### src/rtl/mainfsm.sv
// mainfsm -- multicycle RISC-V main control FSM.
//
// Sequences each instruction through fetch, decode, execute, memory and
// writeback steps, driving the datapath mux selects, write enables and the
// 2-bit ALUOp consumed by the ALU decoder. A memory-ready handshake stalls
// the fetch, memory-read and memory-write states.
//
// Parameters:
//   MEMWAIT_EN  1: MemReady stalls memory states; 0: MemReady treated as 1.
//
// Ports:
//   clk        in   rising-edge clock
//   reset      in   synchronous active-high reset, forces Fetch
//   op         in   [6:0] opcode field from the instruction register
//   Zero       in   ALU zero flag (qualifies beq)
//   MemReady   in   memory access completes this cycle
//   State      out  [3:0] current state encoding (debug)
//   AdrSrc     out  memory address select: 0 = PC, 1 = ALU result
//   IRWrite    out  load instruction register
//   ALUSrcA    out  [1:0] 00 = PC, 01 = OldPC, 10 = rs1
//   ALUSrcB    out  [1:0] 00 = rs2, 01 = imm, 10 = 4
//   ResultSrc  out  [1:0] 00 = ALUOut, 01 = ReadData, 10 = ALUResult
//   ALUOp      out  [1:0] 00 = add, 01 = sub, 11 = funct decode
//   RegWrite   out  register file write
//   MemWrite   out  data memory write
//   PCWrite    out  PC load = PCUpdate | (Branch & Zero)
//   IllegalOp  out  one-cycle pulse on an unsupported opcode
//   InstrDone  out  one-cycle pulse on the final cycle of each instruction

module mainfsm #(
    parameter bit MEMWAIT_EN = 1'b1
) (
    input  logic       clk,
    input  logic       reset,
    input  logic [6:0] op,
    input  logic       Zero,
    input  logic       MemReady,
    output logic [3:0] State,
    output logic       AdrSrc,
    output logic       IRWrite,
    output logic [1:0] ALUSrcA,
    output logic [1:0] ALUSrcB,
    output logic [1:0] ResultSrc,
    output logic [1:0] ALUOp,
    output logic       RegWrite,
    output logic       MemWrite,
    output logic       PCWrite,
    output logic       IllegalOp,
    output logic       InstrDone
);

    typedef enum logic [3:0] {
        S_FETCH    = 4'd0,
        S_DECODE   = 4'd1,
        S_MEMADR   = 4'd2,
        S_MEMREAD  = 4'd3,
        S_MEMWB    = 4'd4,
        S_MEMWRITE = 4'd5,
        S_EXECR    = 4'd6,
        S_ALUWB    = 4'd7,
        S_EXECI    = 4'd8,
        S_JAL      = 4'd9,
        S_BEQ      = 4'd10
    } state_t;

    localparam logic [6:0] OP_LW   = 7'b0000011;
    localparam logic [6:0] OP_SW   = 7'b0100011;
    localparam logic [6:0] OP_R    = 7'b0110011;
    localparam logic [6:0] OP_IALU = 7'b0010011;
    localparam logic [6:0] OP_BEQ  = 7'b1100011;
    localparam logic [6:0] OP_JAL  = 7'b1101111;

    state_t state_q;
    state_t state_d;

    logic mem_ready;
    logic pc_update;
    logic branch;

    // With the wait handshake disabled every memory access completes at once.
    assign mem_ready = MEMWAIT_EN ? MemReady : 1'b1;

    // State register.
    always_ff @(posedge clk) begin
        if (reset) begin
            state_q <= S_FETCH;
        end else begin
            state_q <= state_d;
        end
    end

    assign State = state_q;

    // Next-state logic.
    always_comb begin
        state_d = S_FETCH;
        case (state_q)
            S_FETCH: begin
                state_d = mem_ready ? S_DECODE : S_FETCH;
            end
            S_DECODE: begin
                case (op)
                    OP_LW, OP_SW: state_d = S_MEMADR;
                    OP_R:         state_d = S_EXECR;
                    OP_IALU:      state_d = S_EXECI;
                    OP_JAL:       state_d = S_JAL;
                    OP_BEQ:       state_d = S_BEQ;
                    default:      state_d = S_FETCH;
                endcase
            end
            S_MEMADR: begin
                state_d = (op == OP_LW) ? S_MEMREAD : S_MEMWRITE;
            end
            S_MEMREAD: begin
                state_d = mem_ready ? S_MEMWB : S_MEMREAD;
            end
            S_MEMWB: begin
                state_d = S_FETCH;
            end
            S_MEMWRITE: begin
                state_d = mem_ready ? S_FETCH : S_MEMWRITE;
            end
            S_EXECR, S_EXECI, S_JAL: begin
                state_d = S_ALUWB;
            end
            S_ALUWB, S_BEQ: begin
                state_d = S_FETCH;
            end
            // Codes 11..15 are unreachable; recover to Fetch.
            default: begin
                state_d = S_FETCH;
            end
        endcase
    end

    // Output decode. Everything is a Moore decode of state_q except the
    // MemReady-qualified fetch strobes, the S5 InstrDone and IllegalOp.
    always_comb begin
        AdrSrc    = 1'b0;
        IRWrite   = 1'b0;
        ALUSrcA   = 2'b00;
        ALUSrcB   = 2'b00;
        ResultSrc = 2'b00;
        ALUOp     = 2'b00;
        RegWrite  = 1'b0;
        MemWrite  = 1'b0;
        IllegalOp = 1'b0;
        InstrDone = 1'b0;
        pc_update = 1'b0;
        branch    = 1'b0;
        case (state_q)
            S_FETCH: begin
                ALUSrcB   = 2'b10;
                ResultSrc = 2'b10;
                IRWrite   = mem_ready;
                pc_update = mem_ready;
            end
            S_DECODE: begin
                ALUSrcA = 2'b01;
                ALUSrcB = 2'b01;
                case (op)
                    OP_LW, OP_SW, OP_R, OP_IALU, OP_JAL, OP_BEQ: begin
                        IllegalOp = 1'b0;
                    end
                    default: begin
                        IllegalOp = 1'b1;
                        InstrDone = 1'b1;
                    end
                endcase
            end
            S_MEMADR: begin
                ALUSrcA = 2'b10;
                ALUSrcB = 2'b01;
            end
            S_MEMREAD: begin
                AdrSrc = 1'b1;
            end
            S_MEMWB: begin
                ResultSrc = 2'b01;
                RegWrite  = 1'b1;
                InstrDone = 1'b1;
            end
            S_MEMWRITE: begin
                // Write strobe is held through stalls; done only on release.
                AdrSrc    = 1'b1;
                MemWrite  = 1'b1;
                InstrDone = mem_ready;
            end
            S_EXECR: begin
                ALUSrcA = 2'b10;
                ALUOp   = 2'b11;
            end
            S_ALUWB: begin
                RegWrite  = 1'b1;
                InstrDone = 1'b1;
            end
            S_EXECI: begin
                ALUSrcA = 2'b10;
                ALUSrcB = 2'b01;
                ALUOp   = 2'b11;
            end
            S_JAL: begin
                ALUSrcA   = 2'b01;
                ALUSrcB   = 2'b10;
                pc_update = 1'b1;
            end
            S_BEQ: begin
                ALUSrcA   = 2'b10;
                ALUOp     = 2'b01;
                branch    = 1'b1;
                InstrDone = 1'b1;
            end
            default: begin
                AdrSrc = 1'b0;
            end
        endcase
    end

    assign PCWrite = pc_update | (branch & Zero);

endmodule

### config.mk
export PLATFORM = sky130hd
export DESIGN_NAME = mainfsm
export DESIGN_NICKNAME = d
export VERILOG_FILES = /design/src/rtl/mainfsm.sv
export SDC_FILE = /design/constraint.sdc
export NUM_CORES = 1
export LEC_CHECK = 0
export ABC_AREA = 1
export CELL_PAD_IN_SITES_DETAIL_PLACEMENT = 0
export CELL_PAD_IN_SITES_GLOBAL_PLACEMENT = 2
export CORE_UTILIZATION = 16
export CTS_CLUSTER_DIAMETER = 40
export DETAILED_ROUTE_END_ITERATION = 8
export PLACE_DENSITY_LB_ADDON = 0.1
export SLEW_MARGIN = 20
export SYNTH_ARGS = -nofsm -noshare
export SYNTH_HDL_FRONTEND = slang
export SYNTH_SLANG_ARGS = --single-unit
### constraint.sdc
create_clock -name clk -period 1.8 [get_ports clk]
set_clock_uncertainty 0.05 [all_clocks]
set_input_delay 0.36 -clock clk [delete_from_list [all_inputs] [get_ports clk]]
set_output_delay 0.36 -clock clk [all_outputs]
set_load 0.05 [all_outputs]
* Word level (Yosys, flattened, before mapping)
Cells that the tools add are included.
** Storage, ports and cells
- Register bits after elaboration :: 4
- Bits of input ports :: 11
- Output and inout bits :: 19
- Logic and storage cells :: 50
** Operators by class
- Eq/ne operators :: 16
- Muxes and demuxes :: 19
- Bitwise logic cells :: 2
- Reductions and logical operators :: 12
** Operators with widths (count)
- one-hot mux 4 bit (6 select lines) :: 1
- one-hot mux 4 bit (5 select lines) :: 1
- equality test 4 x 3 -> 1 bit (second input constant) :: 4
- one-hot mux 2 bit (2 select lines) :: 4
- equality test 7 x 6 -> 1 bit (second input constant) :: 2
- equality test 7 bit (second input constant) :: 2
- equality test 4 bit (second input constant) :: 3
- OR reduction 2 bit :: 6
- two-way mux 3 bit :: 3
- OR reduction 3 bit :: 3
- equality test 4 x 2 -> 1 bit (second input constant) :: 2
- two-way mux 1 bit :: 8
- equality test 7 x 2 -> 1 bit (second input constant) :: 1
- equality test 7 x 5 -> 1 bit (second input constant) :: 1
- OR reduction 6 bit :: 1
- equality test 4 x 1 -> 1 bit (second input constant) :: 1
- logical NOT 4 bit :: 1
- OR reduction 4 bit :: 1
- one-hot mux 1 bit (3 select lines) :: 1
- one-hot mux 1 bit (2 select lines) :: 1
- AND 1 bit :: 1
- OR 1 bit :: 1

* Logic depth before layout (Yosys ltp)
Gate-level depths: netlist of the first run.
- Depth in word-level cells :: 4
- Mapped depth :: 8
- Gate-level depth less buffers :: 8

* Worst setup path before layout of the first run
Ideal clock, no wire load.
- Kind :: reg2out
- From :: reg state_q[0] (netlist: State[0])
- To :: out InstrDone
- Arrival time :: 2225 ps
- Path slack :: -835 ps
- Stages on the path, launching flop included :: 5
- Buffers on the path :: 0
- Cells stage by stage :: dfxtp_1 nand2_1 a21oi_1 a211oi_1 nand2_1
** On the way
- Word-level cells in the longest chain between the ends :: 3
- Elaborated cells between the ends (all ways) :: 7
** RTL lines
- from (decl) :: line 73 : state_t state_q;
- from (signal assigned) :: line 88 : state_q <= state_d;
- equality test 4 bit or equality test 4 x 3 -> 1 bit (tied branches) :: line 151 : case (state_q)
- OR reduction 3 bit (no line)
- one-hot mux 1 bit (3 select lines) (*) :: line 151
- to (decl) :: line 49 : output logic InstrDone
Mark *: on every way between the ends. The rest lies on a longest branch, timed or not.

* Final worst setup path of the first run
- From :: reg state_q[1] (netlist: State[1])
- To :: out InstrDone
The elaborated chain is that of the path after synthesis.

==> results by group, run 1 <==
Clock tree
  • Clock latency at the later pin of the worst-skew pair: 0.23 ns
  • Buffer type at the clock tree root: clkbuf_4
  • Cts bufs inserted: 3
  • Hold-fix buffers, CTS: 0
  • CTS sink count: 4
  • CTS H-tree depth: 1
  • Deepest clock path buffer count: 2
  • TritonCTS clock tree: yes
  • Clock-pin slew of the registers on the worst-case setup and hold paths: 0.04 ns

GRT
  • Gr ovfl total: 0
  • GRT Max-Usage Layer: met2
  • Wire length of the first global-routing pass: 3263 um
  • Routing usage on met3: 0.01538
  • Number of global-route vias before repair: 810
  • Total Routing Usage GR: 0.1261
  • Initial antenna violation count: 0
  • Global-route met2 utilization: 0.2403
  • Met1 track utilization from global routing: 0.1356
  • Maximum number of pins on one net before global-route repair: 9

Logic synthesis
  • Post-Synthesis Net Count: 109
  • Syn_area_per_cell: 5.260 um^2
  • Proportion of synthesized chip area in sequential cells: 0.1553
  • Distinct cells, synth: 20
  • Synthesized instance count: 98
  • Number of warnings issued by yosys: 0
  • Synthesis-stage register bit count: 4
  • Synthesized cell area: 515.5 um^2

Pwr
  • Psw: 0.0001657 W
  • Leakage Power: 0.6800 nW
  • Net switching share of the total power: 0.3775
  • Reg power frac: 0.211
  • Areal power density over the cells: 308.8 nW/um^2
  • Internal Power: 0.0002732 W
  • Worst vdd ir: 0.0001131 V
  • Clock share of power: 0.247
  • Comb power frac: 0.542

Finish
  • Fraction of layout instances using a drive strength above 1: 0.6188
  • Non-filler cells, final: 204
  • Post-synthesis to final-layout area growth: 175.7%
  • Count of nets after finishing: 173
  • N_diodes: 0
  • Max reg flops: 4

Setup path
  • Worst setup path class: flop to output port
  • Maximum fanout count along the critical path: 8
  • Kind of end point of the critical path: output port
  • Critical Path Source Type: flop
  • Origin of the worst setup path: State[1]
  • Data required time of the worst path: 1.39 ns
  • Worst Reg-to-Reg Cells: 11
  • Worst path arrival time: 1.44 ns
  • Critical R2R Launch: State[3]

Drt
  • Ratio of routed vias to standard cells: 3.995
  • Total number of vias: 815
  • DRT Pass-1 Iters: 4
  • Detailed Route Iter0 Violations: 5
  • DRC viols: 0
  • Routed wirelength normalized by instance count: 9.995 um
  • Post-route ant nets: 0
  • Total wirelength of the detailed-routed design: 2039 um

Worst hold path
  • Worst hold path startpoint: State[3]
  • Worst Hold Class: flop to flop
  • Hold depth: 5

Placement
  • Placer congestion estimate: 0.7437
  • Placed cell count: 185
  • Count of buffers from port buffering: 29
  • Post-detailed-placement half-perimeter wirelength: 1561 um
  • Worst slack, placed: -0.3149 ns

Floorplanning
  • Row count: 20
  • Initial Util: 0.1689
  • Horizontal extent of the die: 58.76 um
  • Height of the die: 58.76 um
  • Top-level port count: 30
  • Area of the placeable core: 3053 um^2
  • Area of the die: 3453 um^2

Timing
  • Slew Viols, Final: 0
  • Final hold violation count: 0
  • RSZ-0062 raised after global routing: true
  • Post-route worst setup slack: -0.04576 ns
  • Final worst-path cycle share: 1.025
  • Relative slew slack: 0.8029
  • Minimum clock period: 1.846 ns
  • Pin slew with the least headroom to its limit: 0.2930 ns
  • Timing-limited maximum frequency: 541.8 MHz
  • Setup-violating endpoint count in the final report: 4
  • Worst Hold Margin: 0.6950 ns

Run
  • Reported max-cap violation count: 0

Run status
  • Failing checks: setup timing
  • Result of the run: finished with violations
## synth_stat cells (all sizes together)
library cell	number	share of area
nor4	1	0.012
o22ai	1	0.012
a211oi	1	0.015
nand3b	1	0.015
nand3	7	0.068
nand4	2	0.024
nor3	3	0.051
a21oi	2	0.019
nand2	26	0.21
o21ai	3	0.029
nor2	27	0.24
dfxtp	4	0.16
inv	19	0.14
a211o	1	0.017
## cell usage in the layout (no fill, tap or decap), drive strengths merged
cell / n
nor3: 3
a211o: 1
dfxtp: 4
clkbuf: 3
nand2: 26
o21ai: 3
nand3b: 1
nand3: 7
buf: 49
inv: 19
nor2: 27
nand4: 2
o22ai: 1
clkdlybuf4s50: 2
dlygate4sd2: 5
a21oi: 2
a211oi: 1
clkdlybuf4s15: 3
nor4: 1
## metal layers
metal,vias to the layer above,share of wire
met1,363,0.40
met3,2,0.025
met5,-,0
met2,17,0.56
met4,0,0.010
li1,433,-
## critical path, cell delays in order, from the launching register on
cell and delay (ns):
dfxtp_4 0.41, inv_4 0.06, nand2_8 0.10, nor2_4 0.05, a211oi_2 0.25, buf_4 0.16, nand2_4 0.04, buf_12 0.14
## what timing repair did
| item | in CTS | in global routing |
|---|---|---|
| setup endpoints to repair | 6 | 8 |
| gates resized for setup | 26 | 20 |
| setup buffers | 12 | 4 |
| pin swaps | 11 | 13 |
## stage by stage
| stage | setup TNS [ns] | area [um^2] | utilization | power, W |
|---|---|---|---|---|
| detailed placement | -0.6195 | 1170 | 0.3832 | 0.0003109 |
| global route | -0.5461 | 1421 | 0.4656 | 0.0004637 |
| finish | -0.08173 | 1421 | 0.4656 | 0.0004389 |
| CTS | -0.1810 | 1325 | 0.4340 | 0.0004282 |
| global placement | -0.6092 | 1170 | 0.3832 | 0.0003110 |
| floorplan | -0.2457 | 579.3 | - | 0.0001957 |
## cell type report
class	instances	area (um^2)
Fill cell	324	1632
Tap cell	44	55.05
Multi-Input combinational cell	75	521.8
Timing Repair Buffer	59	653.1
Clock buffer	3	22.52
Sequential cell	4	95.09
Inverter	19	73.82
## worst paths after layout
path | end | slack [ns]
worst max register to register | State[2] | 0.27
worst min-delay path | State[2] | 0.69
worst min register to register | State[2] | 0.69
worst max-delay path | InstrDone | -0.05
## power groups by stage
stage	registers (W)	clock network (W)	logic, W
2_1_floorplan	0.000100	0	0.0000956
3_3_place_gp	0.0000951	0	0.000216
3_5_place_dp	0.0000949	0	0.000216
4_1_cts	0.0000924	0.000112	0.000224
5_1_grt	0.0000929	0.000119	0.000252
6_report	0.0000927	0.000108	0.000238
## cells by family after synthesis
| group | count (synthesis) | share of synthesized area |
|---|---|---|
| simple gates | 67 | 0.6141 |
| buf+inv | 19 | 0.1384 |
| flops | 4 | 0.1553 |
| compound gates | 8 | 0.09224 |
No activity file was read; power rests on OpenSTA's default activity.
==> inputs of run 2 (changes only) <==
- CORE_UTILIZATION: 16 -> 17
- clock period: 1.8 -> 2.33 ns (I/O delays scaled with it)
==> run 2 against run 1 <==
  * The flow finishes with violations (DRC)
  * Final area down 31%
  * Worst setup slack better by 0.14 ns
  * Critical path type is now input pin to output port
  * Clock power down 20%
  * Largest cell class is now multi-input combinational cells
  * Worst hold slack better by 0.012 ns
==> results by group, run 2 (same netlist as run 1, synthesis figures left out) <==
Drt
  • Ratio of routed vias to standard cells: 4.214 (+5.5%)
  • Total number of vias: 708 (-13%)
  • Total wirelength of the detailed-routed design: 1751 um (-14%)
  • Post-route ant nets: 0 (unchanged)
  • Detailed Route Iter0 Violations: 9 (+4)
  • DRT Pass-1 Iters: 6 (+2)
  • DRC viols: 2 (+2)
  • Routed wirelength normalized by instance count: 10.42 um (+4.3%)

Timing
  • Post-route worst setup slack: 0.09675 ns (+0.1425 ns)
  • Timing-limited maximum frequency: 447.8 MHz
  • Final hold violation count: 0 (unchanged)
  • Pin slew with the least headroom to its limit: 0.4935 ns (+0.2005 ns)
  • Slew Viols, Final: 0 (unchanged)
  • Final worst-path cycle share: 0.9585
  • Relative slew slack: 0.6700 (-0.1329)
  • Setup-violating endpoint count in the final report: 0 (-4)
  • Minimum clock period: 2.233 ns

Setup path
  • Maximum fanout count along the critical path: 4 (-4)
  • Kind of end point of the critical path: output port
  • Critical Path Source Type: input pin
  • Worst setup path class: input pin to output port
  • Data required time of the worst path: 1.81 ns (+0.42 ns)
  • Worst path arrival time: 1.72 ns (+0.28 ns)

GRT
  • Wire length of the first global-routing pass: 2849 um (-13%)
  • Total Routing Usage GR: 0.1133 (-0.01282)
  • Number of global-route vias before repair: 669 (-17%)
  • Gr ovfl total: 0 (unchanged)
  • Maximum number of pins on one net before global-route repair: 9 (unchanged)
  • Initial antenna violation count: 0 (unchanged)

Clock tree
  • TritonCTS clock tree: yes
  • CTS H-tree depth: 1 (unchanged)
  • Buffer type at the clock tree root: clkbuf_4
  • Cts bufs inserted: 3 (unchanged)
  • CTS sink count: 4 (unchanged)
  • Clock-pin slew of the registers on the worst-case setup and hold paths: 0.04 ns (about the same)
  • Deepest clock path buffer count: 2 (unchanged)
  • Clock latency at the later pin of the worst-skew pair: 0.23 ns (about the same)

Floorplanning
  • Horizontal extent of the die: 57.07 um (-2.9%)
  • Top-level port count: 30 (unchanged)
  • Area of the placeable core: 2805 um^2 (-8.1%)
  • Initial Util: 0.1838 (+0.01491)
  • Area of the die: 3256 um^2 (-5.7%)
  • Height of the die: 57.07 um (-2.9%)
  • Row count: 19 (-5.0%)

Placement
  • Placer congestion estimate: 0.7486 (+0.66%)
  • Count of buffers from port buffering: 29 (unchanged)
  • Worst slack, placed: 0.05698 ns (+0.3719 ns)
  • Post-DP Area: 928.4 um^2 (-21%)
  • Post-detailed-placement half-perimeter wirelength: 1495 um (-4.2%)

Pwr
  • Areal power density over the cells: 307.0 nW/um^2 (-0.58%)
  • Worst vdd ir: 0.0001392 V (+23%)
  • Leakage Power: 0.4981 nW (-27%)
  • Overall power after layout: 0.0003019 W (-31%)

Finish
  • Fraction of layout instances using a drive strength above 1: 0.3285 (-0.2903)
  • Count of nets after finishing: 150 (-13%)
  • Max reg flops: 4 (unchanged)
  • Number of filler instances in the final layout: 332 (+2.5%)
  • Most common library cell in the layout ignoring fill and taps: nand2_1
  • Final Cell Area: 983.4 um^2 (-31%)
  • N_diodes: 0 (unchanged)
  • Post-synthesis to final-layout area growth: 90.78%
  • Commonest cells after routing, fill and taps aside: nand2_1 (21), nor2_1 (19), buf_4 (16), inv_1 (14), clkdlybuf4s50_1 (12)

Run status
  • Failing checks: DRC
  • Result of the run: finished with violations

Worst hold path
  • Worst Hold Class: flop to flop

Run
  • Reported max-cap violation count: 0 (unchanged)
==> run 2: cell types whose count changed in the layout (fill, tap and decap cells not counted), sizes merged <==
cell | previous run | this run
clkdlybuf4s15 | 3 | 0
dlygate4sd2 | 5 | 0
buf | 49 | 22
dlymetal6s2s | 0 | 2
clkdlybuf4s50 | 2 | 12
==> run 2: final timing paths <==
check / cells after the start / slack, ns / end / start
worst max-delay path: 9 / 0.1 / InstrDone / op[1]
worst min-delay path: 5 / 0.71 / State[1] / State[3]
worst max register to register: 7 / 0.95 / State[2] / State[0]
worst min register to register: 5 / 0.71 / State[1] / State[3]
==> run 2: critical path: stages <==
cell and delay, ns:
clkdlybuf4s50_1 0.45, nand2_1 0.10, nor2_1 0.18, nand2_1 0.08, nand2_2 0.09, nor3_4 0.05, inv_2 0.06, nand2_2 0.06
buf_12 0.17
==> run 2: layout make-up <==
class	count	area [um^2]	share of cell area
clock buffers	3	22.52	0.02290
flip-flops and latches	4	80.08	0.08142
repair buffers	36	385.4	0.3919
inverters	19	71.32	0.07252
well taps	31	38.79	0.03944
multi-input cells	75	385.4	0.3919
==> run 2: report_power, final <==
group           total, W  switching [W]  internal [W]
Sequential     0.0000734     0.00000324     0.0000702
Clock          0.0000868      0.0000291     0.0000577
Combinational   0.000142      0.0000811     0.0000606
Total           0.000302       0.000113      0.000188
==> run 2: through the flow <==
stage | TNS (ns) | cells | util | hold slack [ns]
after floorplan | -0.2047 | 98 | - | 0.4851
after global placement | 0 | 163 | 0.3310 | 0.7273
after detailed placement | 0 | 163 | 0.3310 | 0.7173
after CTS | 0 | 166 | 0.3390 | 0.7223
after global routing | -0.003426 | 168 | 0.3506 | 0.7773
final | 0 | 168 | 0.3506 | 0.7074
==> run 2: routing by layer <==
layer,global-route usage,share of wire,up-vias
met5,0,0,-
met4,0.05226,0.0057,0
met3,0.01587,0.054,2
met2,0.1966,0.51,21
met1,0.1383,0.42,298
li1,-,-,387
==> run 2: timing repair <==
item,4_1_cts,5_1_grt
gates resized for setup,0,7
endpoints found under the setup margin,0,2
buffers inserted,0,2
hold buffers,0,0
==> inputs of run 3 (changes only) <==
- ABC_CLOCK_PERIOD_IN_PS: default -> 2330
==> results of run 3 <==
The final DEF is identical to that of run 2; final timing and power are the same.
==> RTL edit 1: new RTL, settings of run 3 <==
Make the reset (`reset`) asynchronous in one clocked block. Comments in the files are not updated.
--- a/src/rtl/mainfsm.sv
+++ b/src/rtl/mainfsm.sv
@@ -81,7 +81,7 @@
     assign mem_ready = MEMWAIT_EN ? MemReady : 1'b1;
 
     // State register.
-    always_ff @(posedge clk) begin
+    always_ff @(posedge clk or posedge reset) begin
         if (reset) begin
             state_q <= S_FETCH;
         end else begin
Behaviour: differs if reset is asserted again (counterexample within 4 cycles, from zero or initial values and one cycle with reset high); with reset held inactive, the same outputs for 10 cycles.
==> RTL edit 1 against run 3 <==
  * The run still ends with design-rule violations left
  * Synthesized area grew 0.24%
  * Setup slack gained 0.020 ns
  * Via count shrank 7.8%
  * Die area grew 0.25%
  * Sequential share of layout area grew 3.0 points
  * Register-to-register slack gained 0.11 ns
  * Maximum frequency grew 0.90%
  * Sequential cell count is the same
  * Utilization shrank 3.2 points
  * Synthesized cell count is the same
  * Routed wire length shrank 6.6%
  * Design area shrank 8.3%
  * Count of clock-buffer cells in the layout is the same
Power is not compared: it rests on default switching activity, and its combinational part moved more than twofold at a synthesized area within 25%.
==> RTL edit 1: results (changes against run 3) <==
Clocking
  – Setup repair bufs after CTS: 0 (unchanged)
  – Skew-Pair Late Insertion Delay: 0.23 ns (about the same)
  – CTS-repair resized insts: 0 (unchanged)
  – CTS clk-pin slew, worst paths: 0.04 ns (about the same)
  – Number of CTS-inserted buffers: 3 (unchanged)

Final layout
  – Layout cells sized above 1: 0.269 (-0.0592)
  – Max reg flops: 4 (unchanged)
  – Ant. Diodes: 0 (unchanged)
  – Nets: 143 (-4.7%)

Worst hold path
  – Worst Hold Class: in -> async

Drt
  – Iteration-0 DRC Markers: 20 (+11)
  – # DRC: 4 (+2)
  – Final wirelength: 1640 um (-6.6%)
  – Vias/cell: 4.06 (-3.8%)

Timing
  – Relative slew margins: 0.666 (-0.00425)

Placed design
  – Hpwl dp: 1420 um (-4.8%)
  – Final GP Congestion: 0.668 (-11%)
  – I/O Buffers: 29 (unchanged)

Run status
  – Status: finished, violations left
  – Failing checks: design-rule violations

GRT
  – Initial antenna violation count: 0 (unchanged)
  – Met1 Usage GRT: 0.155 (+0.0163)
  – GR Layer Usage met3: 0.0340 (+0.0181)
  – Global-route wire length before repair: 2640 um (-7.3%)
  – Grt met2 use: 0.153 (-0.0437)
  – Total track usage: 0.106 (-0.00734)
  – Vias in the first global route: 584 (-13%)
  – Largest net degree at the start of global routing: 6 (-3)

Yosys
  – Largest cells by area after synthesis: dfrtp_1 19%, nand2_1 17%, nor2_1 14%
  – Register area share after synthesis: 0.194 (+0.0384)
  – Synth unique cells: 17 (-15%)
  – Synth Net Count: 109 (unchanged)
  – Synthesis warning total: 0 (unchanged)
  – Asr flop ratio synth: 1.00 (+1.00)
  – Most frequent cells after synthesis: 24 x nand2_1, 19 x nor2_1, 16 x inv_1

Critical path
  – Worst EP arrival: 1.70 ns (-0.02 ns)
  – Crit Path Max Fanout: 5 (+1)
  – CP peak stage delay: 0.53 ns (+0.08 ns)

Power and ir drop
  – Worst IR drop on VDD: roughly 0.00038 V
  – Pwr Total: roughly 600 uW
  – Pint: approximately 290 uW
  – Power share of the clock group: 0.145
## RTL edit 1: changes by cell type in the layout (fill, tap and decap cells not counted), sizes merged, moves of 2 or more
cell / run 3 / this run
dlymetal6s2s: 2 / 0
buf: 22 / 15
dfrtp: 0 / 4
clkdlybuf4s50: 12 / 14
nor2: 27 / 25
dfxtp: 4 / 0
nand2: 26 / 28
nor3: 3 / 1
nand3: 7 / 13
## RTL edit 1: layout make-up
cell class              instances  area (um2)
well taps                      31        38.8
fillers                       339        1930
flip-flops and latches          4         100
inverters                      20        75.1
clock buffers                   3        22.5
repair buffers                 29         315
multi-input cells              74         350
## RTL edit 1: routing by layer
layer	vias up	wire, um
li1	361	-
met1	274	868
met2	18	677
met3	0	88
met4	0	0
met5	-	0
## RTL edit 1: cell families (layout without fill, tap and decap cells)
family | after synthesis | count (layout) | share of synthesized area
compound gates | 5 | 5 | 0.0484
buf+inv | 20 | 52 | 0.145
flops | 4 | 4 | 0.194
simple gates | 69 | 69 | 0.613
## RTL edit 1: per-stage QoR
step                      worst slack [ns]  std cells  utilization  cell area, um2  hold slack, ns
after floorplan                    0.00797         98            -             526           0.182
after global placement               0.137        158        0.311             880           0.602
after detailed placement             0.124        158        0.311             880           0.612
after CTS                            0.122        161        0.319             902           0.364
after global routing               0.00525        161        0.319             902           0.374
final                                0.117        161        0.319             902           0.363
## RTL edit 1: path summary, 6_finish.rpt
check | endpoint | slack [ns] | start | cells past startpoint
worst max register to register | State[0] | 1.06 | State[0] | 5
worst min register to register | State[3] | 0.81 | State[1] | 5
min in group clk | State[3] | 0.81 | State[1] | 5
worst min-delay path | State[3] | 0.36 | reset | 2
worst max-delay path | IllegalOp | 0.12 | op[4] | 6
max in group asynchronous | State[1] | 1.72 | reset | 2
==> RTL edit 2: new RTL, config.mk and constraints of run 3 <==
Made on the original files. The parameter `MEMWAIT_EN` goes from 1'b1 to 1'b0.
--- a/src/rtl/mainfsm.sv
+++ b/src/rtl/mainfsm.sv
@@ -28,7 +28,7 @@
 //   InstrDone  out  one-cycle pulse on the final cycle of each instruction
 
 module mainfsm #(
-    parameter bit MEMWAIT_EN = 1'b1
+    parameter bit MEMWAIT_EN = 1'b0
 ) (
     input  logic       clk,
     input  logic       reset,
Check against the original RTL: not equivalent (Yosys sat finds a counterexample within 4 cycles, from zero or initial values and one cycle with reset high).
==> RTL edit 2 against run 3 <==
  * Setup slack better by 0.069 ns
  * Sequential cell count unchanged
  * Synthesized area fell by 8.0%
  * Via count fell by 6.2%
  * First-iteration DRC count grew 140%
  * Design area decreased by 15%
  * Maximum frequency grew 3.2%
  * Power is 0.28% higher
  * Die area fell by 7.7%
  * Routed wire length decreased by 10%
  * Non-clock buffer count decreased by 6
  * Critical path type unchanged
  * Largest cell class unchanged
==> RTL edit 2: results (changes against run 3) <==
Run status
  – Status: finished, final reports clean

GRT
  – Total track usage: 0.118 (+0.00469)
  – Vias in the first global route: 590 (-12%)
  – Largest net degree at the start of global routing: 7 (-2)
  – Global-route wire length before repair: 2490 um (-13%)

Power and ir drop
  – Leak pwr: 0.448 nW (-10%)
  – Sw Pwr: 120 uW (+5.4%)
  – Worst IR drop on VDD: 0.000216 V (+56%)
  – Power share of the clock group: 0.277 (-0.010)
  – Seq group: 73.4 uW (about the same)
  – Pwr dens: 364 nW/um2 (+19%)

Yosys
  – Largest cells by area after synthesis: nand2_1 25%, nor2_1 21%, dfxtp_1 17%
  – Register area share after synthesis: 0.169 (+0.0135)
  – Most frequent cells after synthesis: 31 x nand2_1, 27 x nor2_1, 14 x inv_1
  – Synth unique cells: 15 (-25%)

Final layout
  – Nets: 143 (-4.7%)
  – Layout cells sized above 1: 0.223 (-0.105)
  – Max reg flops: 4 (unchanged)

Placed design
  – Placed Area: 802 um2 (-14%)
  – Inst Count DP: 157 (-3.7%)
  – I/O Buffers: 28 (-3.4%)
  – Final GP Congestion: 0.724 (-3.3%)
  – Hpwl dp: 1350 um (-9.8%)
  – Placement Setup Slack: 0.0837 ns (+0.0267 ns)

Critical path
  – R2R Setup Slk: 0.97 ns (+0.02 ns)
  – Worst EP arrival: 1.65 ns (-0.07 ns)
  – CP peak stage delay: 0.50 ns (+0.05 ns)
  – RR Endpoint: State[0]
  – Critical path origin: op[6]
  – Reg2reg start: State[1]

Drt
  – Vias/cell: 4.15 (-1.5%)
  – Iteration-0 DRC Markers: 22 (+13)
  – Wire length per cell: 9.85 um (-5.5%)
  – Number of iterations in the first detailed-routing pass: 4 (-2)
  – Final wirelength: 1580 um (-10%)

Clocking
  – Clk buf depth: 2 (unchanged)

Worst hold path
  – Hold Crit Depth: 5 (unchanged)
  – HP Start: State[0]
  – Worst Hold Path EP: State[0]

Flow run
  – Max Cap Viol: 0 (unchanged)

Timing
  – Least-Margin Pin Slew: 0.503 ns (+0.00960 ns)
  – Fin Hold WS: 0.690 ns (-0.0171 ns)
-- RTL edit 2: changes by cell type after synthesis, sizes merged, moves of 2 or more --
cell and delta:
nor3 -2, nor2 +2, nand2 +6, nand3 +3, inv -4
-- RTL edit 2: routing by layer --
| layer | up-vias | GRT usage | wire length (um) |
|---|---|---|---|
| met1 | 279 | 0.160 | 822 |
| met3 | 0 | 0.0139 | 87 |
| met5 | - | 0 | 0 |
| met2 | 18 | 0.185 | 666 |
| met4 | 0 | 0.0513 | 0 |
| li1 | 367 | - | - |
-- RTL edit 2: cell families (layout without fill, tap and decap cells) --
kind of cell / count (synthesis) / after routing / synth area share
AO/OA/AOI/OAI: 5 / 5 / 0.0686
AND/OR/NAND/NOR: 73 / 73 / 0.628
flip-flops: 4 / 4 / 0.169
buffers and inverters: 16 / 48 / 0.135
-- RTL edit 2: final cells by class --
type,instances,area (um2)
fillers,302,1710
multi-input cells,78,340
repair buffers,30,295
flip-flops and latches,4,80.1
inverters,15,56.3
well taps,30,37.5
clock buffers,3,22.5
-- RTL edit 2: worst max-delay path by stage --
stage | to | slack, ns | cells after the start
floorplan | PCWrite | 0.10 | 5
global placement | InstrDone | 0.11 | 7
detailed placement | InstrDone | 0.08 | 7
CTS | InstrDone | 0.07 | 7
global route | InstrDone | 0.04 | 8
finish | InstrDone | 0.17 | 7
-- RTL edit 2: worst max-delay path: cells and delay by family --
kind | cells | cell delay (ns)
buffers and inverters | 3 | 0.78
AND/OR/NAND/NOR | 4 | 0.39
-- RTL edit 2: what timing repair did --
item / CTS / global route
gates resized for setup: 0 / 2
hold buffers: 0 / 0
endpoints found under the setup margin: 0 / 1
